===== src/rtl/alu_unit_if.sv =====
//------------------------------------------------------------------------------
// alu_unit_if : operand/function/result bundle for the alu_unit bit-slice ALU.
// Revision 1.0
//------------------------------------------------------------------------------
`default_nettype none

interface alu_unit_if #(
  parameter int WIDTH = 1
);
  logic [WIDTH-1:0] A;
  logic [WIDTH-1:0] B;
  logic [3:0]       S;
  logic             M;
  logic             Cin;
  logic             en;
  logic [WIDTH-1:0] D;
  logic             Cout;
  logic [WIDTH-1:0] D_r;
  logic             Cout_r;
  logic             valid_r;

  modport master (
    output A, B, S, M, Cin, en,
    input  D, Cout, D_r, Cout_r, valid_r
  );

  modport slave (
    input  A, B, S, M, Cin, en,
    output D, Cout, D_r, Cout_r, valid_r
  );
endinterface

`default_nettype wire


===== src/rtl/alu_unit.sv =====
//------------------------------------------------------------------------------
// alu_unit : 74181-style 16-function ALU with ripple carry chain and an
//            optional registered copy of the result and carry.
// Revision 1.0
//------------------------------------------------------------------------------
`default_nettype none

module alu_unit #(
  parameter int WIDTH = 1
) (
  input  logic       clk,
  input  logic       rst_n,
  alu_unit_if.slave  bus
);

  localparam logic [WIDTH-1:0] C_ONES = '1;

  logic [WIDTH-1:0] x;
  logic [WIDTH-1:0] y;
  logic [WIDTH-1:0] logic_d;
  logic [WIDTH-1:0] sum;
  logic [WIDTH:0]   carry;
  logic [WIDTH-1:0] r_d;
  logic             r_cout;
  logic             r_valid;

  // Arithmetic mode: every function is expressed as X plus Y plus Cin.
  always_comb begin
    x = '0;
    y = '0;
    case (bus.S)
      4'd0:    begin x = bus.A;            y = '0;               end
      4'd1:    begin x = bus.A | bus.B;    y = '0;               end
      4'd2:    begin x = bus.A | ~bus.B;   y = '0;               end
      4'd3:    begin x = '0;               y = C_ONES;           end
      4'd4:    begin x = bus.A;            y = bus.A & ~bus.B;   end
      4'd5:    begin x = bus.A | bus.B;    y = bus.A & ~bus.B;   end
      4'd6:    begin x = bus.A;            y = ~bus.B;           end
      4'd7:    begin x = bus.A & ~bus.B;   y = C_ONES;           end
      4'd8:    begin x = bus.A;            y = bus.A & bus.B;    end
      4'd9:    begin x = bus.A;            y = bus.B;            end
      4'd10:   begin x = bus.A | ~bus.B;   y = bus.A & bus.B;    end
      4'd11:   begin x = bus.A & bus.B;    y = C_ONES;           end
      4'd12:   begin x = bus.A;            y = bus.A;            end
      4'd13:   begin x = bus.A | bus.B;    y = bus.A;            end
      4'd14:   begin x = bus.A | ~bus.B;   y = bus.A;            end
      default: begin x = bus.A;            y = C_ONES;           end
    endcase
  end

  always_comb begin
    logic_d = '0;
    case (bus.S)
      4'd0:    logic_d = ~bus.A;
      4'd1:    logic_d = ~(bus.A | bus.B);
      4'd2:    logic_d = ~bus.A & bus.B;
      4'd3:    logic_d = '0;
      4'd4:    logic_d = ~(bus.A & bus.B);
      4'd5:    logic_d = ~bus.B;
      4'd6:    logic_d = bus.A ^ bus.B;
      4'd7:    logic_d = bus.A & ~bus.B;
      4'd8:    logic_d = ~bus.A | bus.B;
      4'd9:    logic_d = ~(bus.A ^ bus.B);
      4'd10:   logic_d = bus.B;
      4'd11:   logic_d = bus.A & bus.B;
      4'd12:   logic_d = C_ONES;
      4'd13:   logic_d = bus.A | ~bus.B;
      4'd14:   logic_d = bus.A | bus.B;
      default: logic_d = bus.A;
    endcase
  end

  assign carry[0] = bus.Cin;

  generate
    for (genvar i = 0; i < WIDTH; i++) begin : g_bit
      assign sum[i]     = x[i] ^ y[i] ^ carry[i];
      assign carry[i+1] = (x[i] & y[i]) | (x[i] & carry[i]) | (y[i] & carry[i]);
    end
  endgenerate

  assign bus.D    = bus.M ? sum : logic_d;
  assign bus.Cout = bus.M & carry[WIDTH];

  always_ff @(posedge clk or negedge rst_n) begin
    if (!rst_n) begin
      r_d     <= '0;
      r_cout  <= 1'b0;
      r_valid <= 1'b0;
    end else begin
      r_valid <= bus.en;
      if (bus.en) begin
        r_d    <= bus.D;
        r_cout <= bus.Cout;
      end
    end
  end

  assign bus.D_r     = r_d;
  assign bus.Cout_r  = r_cout;
  assign bus.valid_r = r_valid;

endmodule

`default_nettype wire


===== src/flat_wrapper.sv =====
// flat-port wrapper written by rule: the top's interface ports become plain ports
module alu_unit_flat 
#(
  parameter int WIDTH = 1
)
  (clk, rst_n, bus_A, bus_B, bus_S, bus_M, bus_Cin, bus_en, bus_D, bus_Cout, bus_D_r, bus_Cout_r, bus_valid_r);
  alu_unit_if #(.WIDTH(WIDTH)) bus_i ();
  input  logic clk;
  input  logic rst_n;
  input wire logic [$bits(bus_i.A)-1:0] bus_A;
  input wire logic [$bits(bus_i.B)-1:0] bus_B;
  input wire logic [$bits(bus_i.S)-1:0] bus_S;
  input wire logic [$bits(bus_i.M)-1:0] bus_M;
  input wire logic [$bits(bus_i.Cin)-1:0] bus_Cin;
  input wire logic [$bits(bus_i.en)-1:0] bus_en;
  output wire logic [$bits(bus_i.D)-1:0] bus_D;
  output wire logic [$bits(bus_i.Cout)-1:0] bus_Cout;
  output wire logic [$bits(bus_i.D_r)-1:0] bus_D_r;
  output wire logic [$bits(bus_i.Cout_r)-1:0] bus_Cout_r;
  output wire logic [$bits(bus_i.valid_r)-1:0] bus_valid_r;
  assign bus_i.A = bus_A;
  assign bus_i.B = bus_B;
  assign bus_i.S = bus_S;
  assign bus_i.M = bus_M;
  assign bus_i.Cin = bus_Cin;
  assign bus_i.en = bus_en;
  assign bus_D = bus_i.D;
  assign bus_Cout = bus_i.Cout;
  assign bus_D_r = bus_i.D_r;
  assign bus_Cout_r = bus_i.Cout_r;
  assign bus_valid_r = bus_i.valid_r;
  alu_unit #(.WIDTH(WIDTH)) u_core (.clk(clk), .rst_n(rst_n), .bus(bus_i));
endmodule

===== config.mk =====
export PLATFORM = sky130hd
export DESIGN_NAME = alu_unit_flat
export DESIGN_NICKNAME = d
export VERILOG_FILES = /design/src/rtl/alu_unit_if.sv /design/src/rtl/alu_unit.sv /design/src/flat_wrapper.sv
export SDC_FILE = /design/constraint.sdc
export NUM_CORES = 1
export LEC_CHECK = 0
export BUFFER_PORTS_ARGS = -buffer_cell sky130_fd_sc_hd__buf_2
export CORE_AREA = 2 2 39 41
export DETAILED_ROUTE_END_ITERATION = 6
export DIE_AREA = 0 0 41 43
export GPL_TIMING_DRIVEN = 0
export PLACE_DENSITY = 0.6
export RECOVER_POWER = 100
export SETUP_SLACK_MARGIN = 0.5
export SYNTH_ARGS = -nofsm -noshare
export SYNTH_HDL_FRONTEND = slang
export SYNTH_SLANG_ARGS = --single-unit

===== constraint.sdc =====
create_clock -name clk -period 3.85 [get_ports clk]
set_input_delay 0.9625 -clock clk [delete_from_list [all_inputs] [get_ports clk]]
set_output_delay 0.9625 -clock clk [all_outputs]
set_load 0.005 [all_outputs]

==> results.cfg, run 1 <==
[critical_path]
crit_start = bus_B
end_kind = primary output
path_depth = 8
crit_family = adder cells
crit_chain = buf_4 -> inv_1 -> ha_1 -> nor4b_4 -> a2111oi_4 -> fa_1 -> o22ai_1 -> clkbuf_1
worst-path-buf-inv = 3
crit_end = bus_D
cp_max_fo = 6
cp_slowest_cell = fa_1
worst_r2r_path_depth = 1
crit_arrival_ns = 2.63
cpPeakStageDelay_ns = 0.47
crit_path_start_kind = input pin
crit_required_ns = 2.89
reg2reg_slack_ns = 3.08
crit_type = input pin to primary output
r2r-end = u_core.bus.Cout_r$_DFFE_PN0P_
rr_startpoint = u_core.bus.Cout_r$_DFFE_PN0P_

[sta]
relSlewSlack_pct = 74.2
fin_skew_ns = 0
rsz0062_at_grt = true
tightest_slew_ns = 0.377
final-setup-viol-count = 0
max_freq_ghz = 0.279
fin_crit_ns = 3.59
finalSetupTns_ns = 0
post-route-period-util_pct = 93.3
final_max_slew_viol_count = 0
hold_viol = 0
final.setup.worst_slack_ns = 0.260
fin_hold_ws_ns = 0.502

[clock_network]
cts_buffers = 3
clk_pin_slew_worst_paths_ns = 0.04
cts-root-buf = clkbuf_4
tritoncts = yes
clock-sinks = 3
clockBufferDepth = 2
cts_hold_buf = 0
cts_max_level = 1
clock_latency_ns = 0.24

[global_route]
grt_pass1_wl_um = 2380
antenna_found_initial = 0
overflow = 0
grt_usage_pct = 19.4
grt_max_degree = 11
grt_pass1_vias = 586

[routing]
drtAntennaViolNets = 0
finalWirelength_um = 1360
routed-via-count = 566
viasPerCell = 5.29
wire_per_inst_um = 12.7
drc = 0
drt_first_pass_iters = 4
drtIter0Drc = 4

[power]
ir_drop_mv = 0.0797
power_density_mw_per_mm2 = 229
p_total_mw = 0.181
p_leak_nw = 0.339

[placement]
portBuffers = 15
dpl-instance-area_um2 = 619
hpwl_um = 932
place_inst = 98
place_ws_ns = 0.112
gp_congestion = 0.790

[outcome]
status = finished, final reports clean

[run]
drv_cap = 0

[layout]
nets = 108
area_growth_pct = 55.3
final_area_um2 = 787
drive_gt1_share_pct = 44.0
n_antenna_cell = 0
fin_cells = 107
utilization_pct = 56.9

[synthesis]
synthCells = 67
synth_enable_flop_cells = 0
synthDistinctLibCells = 32
synth_area_um2 = 507
avgSynthCellArea_um2 = 7.56
synth_top_flop_cell = dfrtp_1
async_flop_share_pct = 100
synth_seq_cells = 3
syn_nets = 83
yosysWarnings = 0
ys_seq_area_share_pct = 14.8

[floorplan]
dieHeight_um = 43
rows = 14
dieArea_mm2 = 0.00176
io_pins = 16
start_util_pct = 36.6
coreArea_mm2 = 0.00138
dieWidth_um = 41

[hold_path]
min_path_cells = 2
hp-class = register to register
==> state kept, by name (all words and copies together), names as in the netlist <==
name / cells
u_core.bus.D_r: 1
u_core.bus.Cout_r: 1
u_core.bus.valid_r: 1
==> cell families after synthesis <==
logic type | after synthesis | synth area share (%)
mux | 2 | 4.20
fa+ha+maj | 5 | 13.8
simple gates | 25 | 26.2
flops | 3 | 14.8
compound gates | 22 | 29.1
buf+inv | 10 | 11.9
==> worst min-delay path by stage <==
stage / startpoint / end / slack, ns
2_1_floorplan: u_core.bus.D_r$_DFFE_PN0P_ / u_core.bus.D_r$_DFFE_PN0P_ / 0.50
3_3_place_gp: u_core.bus.Cout_r$_DFFE_PN0P_ / u_core.bus.Cout_r$_DFFE_PN0P_ / 0.49
3_5_place_dp: u_core.bus.D_r$_DFFE_PN0P_ / u_core.bus.D_r$_DFFE_PN0P_ / 0.49
4_1_cts: rst_n / u_core.bus.D_r$_DFFE_PN0P_ / 0.50
5_1_grt: u_core.bus.D_r$_DFFE_PN0P_ / u_core.bus.D_r$_DFFE_PN0P_ / 0.52
6_report: u_core.bus.D_r$_DFFE_PN0P_ / u_core.bus.D_r$_DFFE_PN0P_ / 0.50
==> placed cells by master, fill, tap and decap left out, types with 2 or more instances in the layout <==
master	n
buf_2	4
buf_6	3
o21ai_1	2
nand2_1	6
nand2b_4	2
buf_4	9
nor2_1	4
a21oi_2	3
ha_1	2
a21oi_1	6
clkbuf_1	7
nor3_1	2
clkbuf_4	3
ha_2	2
dfrtp_1	3
inv_1	5
==> area by class of cell <==
type / instances / area, um2
buffer: 4 / 41.3
clock buffer: 4 / 26.3
fill: 131 / 597
inverter: 6 / 22.5
multi-input combinational: 54 / 464
sequential: 3 / 75.1
tap: 16 / 20.0
timing repair buffer: 20 / 138
==> where the power goes <==
part           total (mW)  switching (mW)  internal [mW]  leakage (nW)
Clock              0.0572          0.0183         0.0390        0.0150
Sequential         0.0381         0.00204         0.0360        0.0368
Combinational      0.0853          0.0430         0.0422         0.287
==> cell usage after synthesis (all sizes together) (2+ instances only) <==
library cell / instances / share of area, %
a21oi: 9 / 9.6
inv: 6 / 4.4
nand2: 6 / 4.4
nor2: 5 / 3.7
buf: 4 / 7.4
ha: 4 / 9.9
nor3: 4 / 4.9
o21ai: 4 / 3.9
a2111oi: 3 / 6.7
dfrtp: 3 / 15
nor2b: 3 / 3.7
nand2b: 2 / 2.5
==> metal layers <==
metal	vias up	share of wire [%]	GRT usage (%)
met5	-	0	0
met4	0	0	10.0
met3	0	3.1	0
met2	14	57	33.4
met1	261	39	22.9
li1	291	-	-
==> timing repair <==
item	4_1_cts	5_1_grt
gates resized for setup	24	2
cloned	0	0
endpoints found under the setup margin	2	2
setup buffers	5	0
pin swaps	7	1
Note: power is estimated with default switching activity, not from simulation.
==> run 2, diff against run 1 <==
Settings changed: ABC_AREA set to 1, PLACE_DENSITY 0.6 to 0.62.
==> results.cfg, run 2 <==
[synthesis]
synth_top_area_cell = nand2_1
synthDistinctLibCells = 20
synth_most_common_cell = nand2_1
synthCells = 91
syn_nets = 107
synth_area_um2 = 523
synth_xor_area_share_pct = 0
synthTopCellsByArea = nand2_1, dfrtp_1, ha_1, nand3_1, inv_1
synth_compound_area_share_pct = 7.42
synth_fa_ha_area_share_pct = 13.4
async_flop_share_pct = 100
synth_top_family_by_area = simple AND/OR/NAND/NOR gates
synth_seq_cells = 3
synth_mux_area_share_pct = 0
synthSimpleGateAreaFrac_pct = 51.2
synth_top_flop_cell = dfrtp_1
synth_enable_flop_cells = 0
netlist.area_leader.share_pct = 21.5
ys_seq_area_share_pct = 14.4
yosys-top-cells-count = nand2_1, inv_1, nand3_1, nor2_1
yosysWarnings = 0
avgSynthCellArea_um2 = 5.75

[global_route]
grt_pass1_vias = 605
grt_usage_pct = 19.9
antenna_found_initial = 0
grt_max_degree = 9
overflow = 0
grt_pass1_wl_um = 2390

[critical_path]
crit_chain = buf_6 -> inv_4 -> nor2_4 -> inv_2 -> nor2_1 -> a211oi_2 -> a211oi_1 -> fa_1 -> or2_4 -> nand2_2 -> buf_2
cp_max_fo = 5
r2r-end = u_core.bus.D_r$_DFFE_PN0P_
rr_startpoint = u_core.bus.D_r$_DFFE_PN0P_
crit_required_ns = 2.89
crit_arrival_ns = 2.69
crit_type = input pin to primary output
end_kind = primary output
reg2reg_slack_ns = 3.27
cp_slowest_cell = fa_1
cpPeakStageDelay_ns = 0.47
crit_path_start_kind = input pin
worst_r2r_path_depth = 2

[routing]
finalWirelength_um = 1570
routed-via-count = 671
drt_first_pass_iters = 4
drc = 0
drtAntennaViolNets = 0
drtIter0Drc = 12
viasPerCell = 5.12
wire_per_inst_um = 12.0

[sta]
rsz0062_at_grt = true
max_freq_ghz = 0.274
fin_skew_ns = 0
final_max_slew_viol_count = 0
hold_viol = 0
final-setup-viol-count = 0
fin_crit_ns = 3.65
relSlewSlack_pct = 79.8
finalSetupTns_ns = 0
post-route-period-util_pct = 94.9
tightest_slew_ns = 0.301

[power]
p_leak_nw = 0.415
ir_drop_mv = 0.140
power_density_mw_per_mm2 = 210

[clock_network]
cts_buffers = 3
tritoncts = yes
clock-sinks = 3
cts_max_level = 1
clockBufferDepth = 2
clock_latency_ns = 0.23
clk_pin_slew_worst_paths_ns = 0.04
cts-root-buf = clkbuf_4

[floorplan]
dieHeight_um = 43
coreArea_mm2 = 0.00138
io_pins = 16
dieWidth_um = 41
rows = 14
dieArea_mm2 = 0.00176
start_util_pct = 37.8

[hold_path]
hold_path_end = u_core.bus.Cout_r$_DFFE_PN0P_
hp-class = register to register
min_path_cells = 2
min-delay-start = u_core.bus.Cout_r$_DFFE_PN0P_

[layout]
fill_cells = 129
area_growth_pct = 61.2
drive_gt1_share_pct = 40.9
final_common_cell = nand2_1
utilization_pct = 60.9
nets = 132
final_cell_mix = nand2_1, nand3_1, nor2_1, inv_1, buf_4
regArea_um2 = 75.1
n_antenna_cell = 0
multi_input_area_um2 = 472

[run]
drv_cap = 0

[placement]
portBuffers = 14
gp_congestion = 0.938
hpwl_um = 1030

[outcome]
status = finished, final reports clean
-- run 2: cell types whose count changed after synthesis, sizes merged, moves of 3 or more --
cell     change
nand3        +9
nor3         -3
a21oi        -9
buf          -3
nor2         +8
a2111oi      -3
nor2b        -3
nand2       +26
inv         +10
-- run 2: worst max-delay path, delay by kind of cell --
family | cells | cell delay [ns]
compound gates | 2 | 0.38
fa+ha+maj | 1 | 0.47
buf+inv | 4 | 0.30
simple gates | 4 | 0.57
-- run 2: worst max-delay path by stage --
stage	from	end	cells after the start
final	bus_S[0]	bus_D	11
after global routing	bus_S[0]	bus_D	11
after CTS	bus_B	bus_D	10
after detailed placement	bus_A	bus_D	11
after global placement	bus_A	bus_D	11
after floorplan	bus_S[1]	bus_D	9
-- run 2: cell type report --
type	count	share of cell area [%]
multi-input cells	71	55.9
flip-flops and latches	3	8.90
repair buffers	20	18.2
clock buffers	4	3.12
plain buffers	1	1.34
well taps	16	2.37
inverters	16	10.1
-- run 2: per-stage QoR --
step | power [mW] | setup WS [ns] | hold slack [ns] | cell area (um2) | std cells
after CTS | 0.176 | 0.316 | 0.471 | 808 | 129
after detailed placement | 0.100 | 0.0838 | 0.460 | 618 | 121
final | 0.177 | 0.198 | 0.468 | 843 | 131
after global placement | 0.0996 | 0.0920 | 0.463 | 618 | 121
after floorplan | 0.0772 | 0.456 | 0.471 | 528 | 91
after global routing | 0.194 | 0.127 | 0.521 | 843 | 131
-- run 2: cell families after synthesis --
family / count (synthesis)
and+or+nand+nor: 60
buffers and inverters: 17
AOI/OAI and AO/OA: 6
adders and majority gates: 5
DFF: 3
-- run 2: routing by layer --
metal	wire, um	vias up	track usage, %
met5	0	-	0
met4	31	0	5.33
met3	90	4	6.28
met2	786	27	30.0
met1	665	304	26.4
li1	-	336	-
-- run 2: power breakdown --
group / internal [mW] / switching (mW)
Clock: 0.0389 / 0.0166
Sequential: 0.0354 / 0.00157
Combinational: 0.0387 / 0.0459
Total: 0.113 / 0.0641
-- run 2: what timing repair did --
| action | in CTS | in global routing |
|---|---|---|
| hold buffers | 0 | 0 |
| gates resized for setup | 34 | 14 |
| buffers inserted | 4 | 2 |
| pin swaps | 6 | 9 |
| setup endpoints to repair | 2 | 2 |
==> run 3, diff against run 2 <==
Settings changed: CORE_AREA 2 2 39 41 to not set, CORE_MARGIN set to 2, CORE_UTILIZATION set to 40, DIE_AREA 0 0 41 43 to not set, MAX_ROUTING_LAYER set to met4, PLACE_DENSITY 0.62 to 0.63.
==> results.cfg, run 3 (synthesized netlist as in run 2, its figures left out) <==
[outcome]
status = finished, final reports clean

[placement]
place_ws_ns = 0.108
dpl-instance-area_um2 = 617
place_inst = 120
hpwl_um = 1050
portBuffers = 14
gp_congestion = 0.933

[sta]
hold_viol = 0
final.setup.worst_slack_ns = 0.262
max_freq_ghz = 0.279
relSlewSlack_pct = 73.7
fin_skew_ns = 0
tightest_slew_ns = 0.391
fin_hold_ws_ns = 0.515
fin_crit_ns = 3.59
finalSetupTns_ns = 0
rsz0062_at_grt = true
post-route-period-util_pct = 93.2
final_max_slew_viol_count = 0
final-setup-viol-count = 0

[critical_path]
cp_slowest_cell = fa_1
end_kind = primary output
r2r-end = u_core.bus.D_r$_DFFE_PN0P_
rr_startpoint = u_core.bus.D_r$_DFFE_PN0P_
crit_required_ns = 2.89
crit_chain = buf_12 -> inv_8 -> buf_4 -> nand2_4 -> nor3_2 -> nor4_1 -> fa_1 -> or2_0 -> nand2_4 -> buf_6
crit_arrival_ns = 2.63
worst_r2r_path_depth = 2
crit_top_cell = nand2_4
crit_type = input pin to primary output
crit_start = bus_S[3]
reg2reg_slack_ns = 3.21
cp_max_fo = 4
cpPeakStageDelay_ns = 0.48
crit_end = bus_D
crit_path_start_kind = input pin

[clock_network]
cts_max_level = 1
clock_latency_ns = 0.24
tritoncts = yes
clock-sinks = 3
cts_buffers = 3
cts_hold_buf = 0
clk_pin_slew_worst_paths_ns = 0.04
cts-root-buf = clkbuf_4
clockBufferDepth = 2

[power]
p_leak_nw = 0.492
power_density_mw_per_mm2 = 212
ir_drop_mv = 0.145

[hold_path]
hp-class = register to register
min_path_cells = 2
min-delay-start = u_core.bus.Cout_r$_DFFE_PN0P_

[floorplan]
dieHeight_um = 40.2
rows = 13
dieWidth_um = 40.2
io_pins = 16
coreArea_mm2 = 0.00125
dieArea_mm2 = 0.00161
start_util_pct = 41.8

[layout]
fill_cells = 81
drive_gt1_share_pct = 47.2
area_growth_pct = 93.1
n_antenna_cell = 0
final_area_mm2 = 0.00101
fin_cells = 142
nets = 144
final_common_cell = nand2_1
final_cell_mix = nand2_1, buf_4, nand3_1

[routing]
viasPerCell = 5.56
drt_first_pass_iters = 4
finalWirelength_um = 2270
drtAntennaViolNets = 0
wire_per_inst_um = 16.0
drtIter0Drc = 42
drc = 0
routed-via-count = 789

[global_route]
overflow = 0
grt_usage_pct = 24.3
antenna_found_initial = 0
grt_pass1_vias = 628
grt_pass1_wl_um = 2530
grt_max_degree = 9

[run]
drv_cap = 0
==> run 3: worst min path at each step <==
stage                                                to  slack (ns)
after floorplan           u_core.bus.Cout_r$_DFFE_PN0P_        0.47
after global placement       u_core.bus.D_r$_DFFE_PN0P_        0.46
after detailed placement     u_core.bus.D_r$_DFFE_PN0P_        0.47
after CTS                    u_core.bus.D_r$_DFFE_PN0P_        0.48
after global routing      u_core.bus.Cout_r$_DFFE_PN0P_        0.52
final                     u_core.bus.Cout_r$_DFFE_PN0P_        0.51
==> run 3: power by group <==
group          leakage (nW)  total (mW)  switching (mW)  internal, mW
combinational         0.440       0.117          0.0592        0.0580
clock                0.0150      0.0595          0.0204        0.0391
sequential           0.0373      0.0377         0.00235        0.0354
total                 0.492       0.214          0.0819         0.133
==> run 3: repair_timing <==
item / CTS / global route
gates resized for setup: 24 / 44
setup buffers: 9 / 9
pin swaps: 8 / 13
endpoints found under the setup margin: 2 / 2
==> run 3: critical path, delay by kind of cell <==
family	cells	cell delay, ns
AND/OR/NAND/NOR	5	0.83
adder cells (fa/ha/maj)	1	0.48
buffers and inverters	4	0.36
==> run 3: layer usage <==
layer | up-vias | global-route usage, % | part of all wire [%]
met3 | 14 | 2.22 | 8.3
li1 | 361 | - | -
met4 | 0 | 9.48 | 5.2
met2 | 56 | 45.2 | 47
met1 | 358 | 25.9 | 39
met5 | - | - | 0
==> run 3: area by class of cell <==
cell class | count | area (um2) | area share [%]
tap | 15 | 18.8 | 1.86
inverter | 16 | 100 | 9.91
buffer | 1 | 11.3 | 1.12
timing repair buffer | 32 | 278 | 27.5
multi-input combinational | 71 | 500 | 49.6
clock buffer | 4 | 26.3 | 2.60
sequential | 3 | 75.1 | 7.43
==> run 3: through the flow <==
stage	util, %	power (mW)
floorplan	-	0.0772
global placement	49.3	0.0994
detailed placement	49.3	0.100
CTS	63.7	0.183
global route	80.6	0.228
finish	80.6	0.214
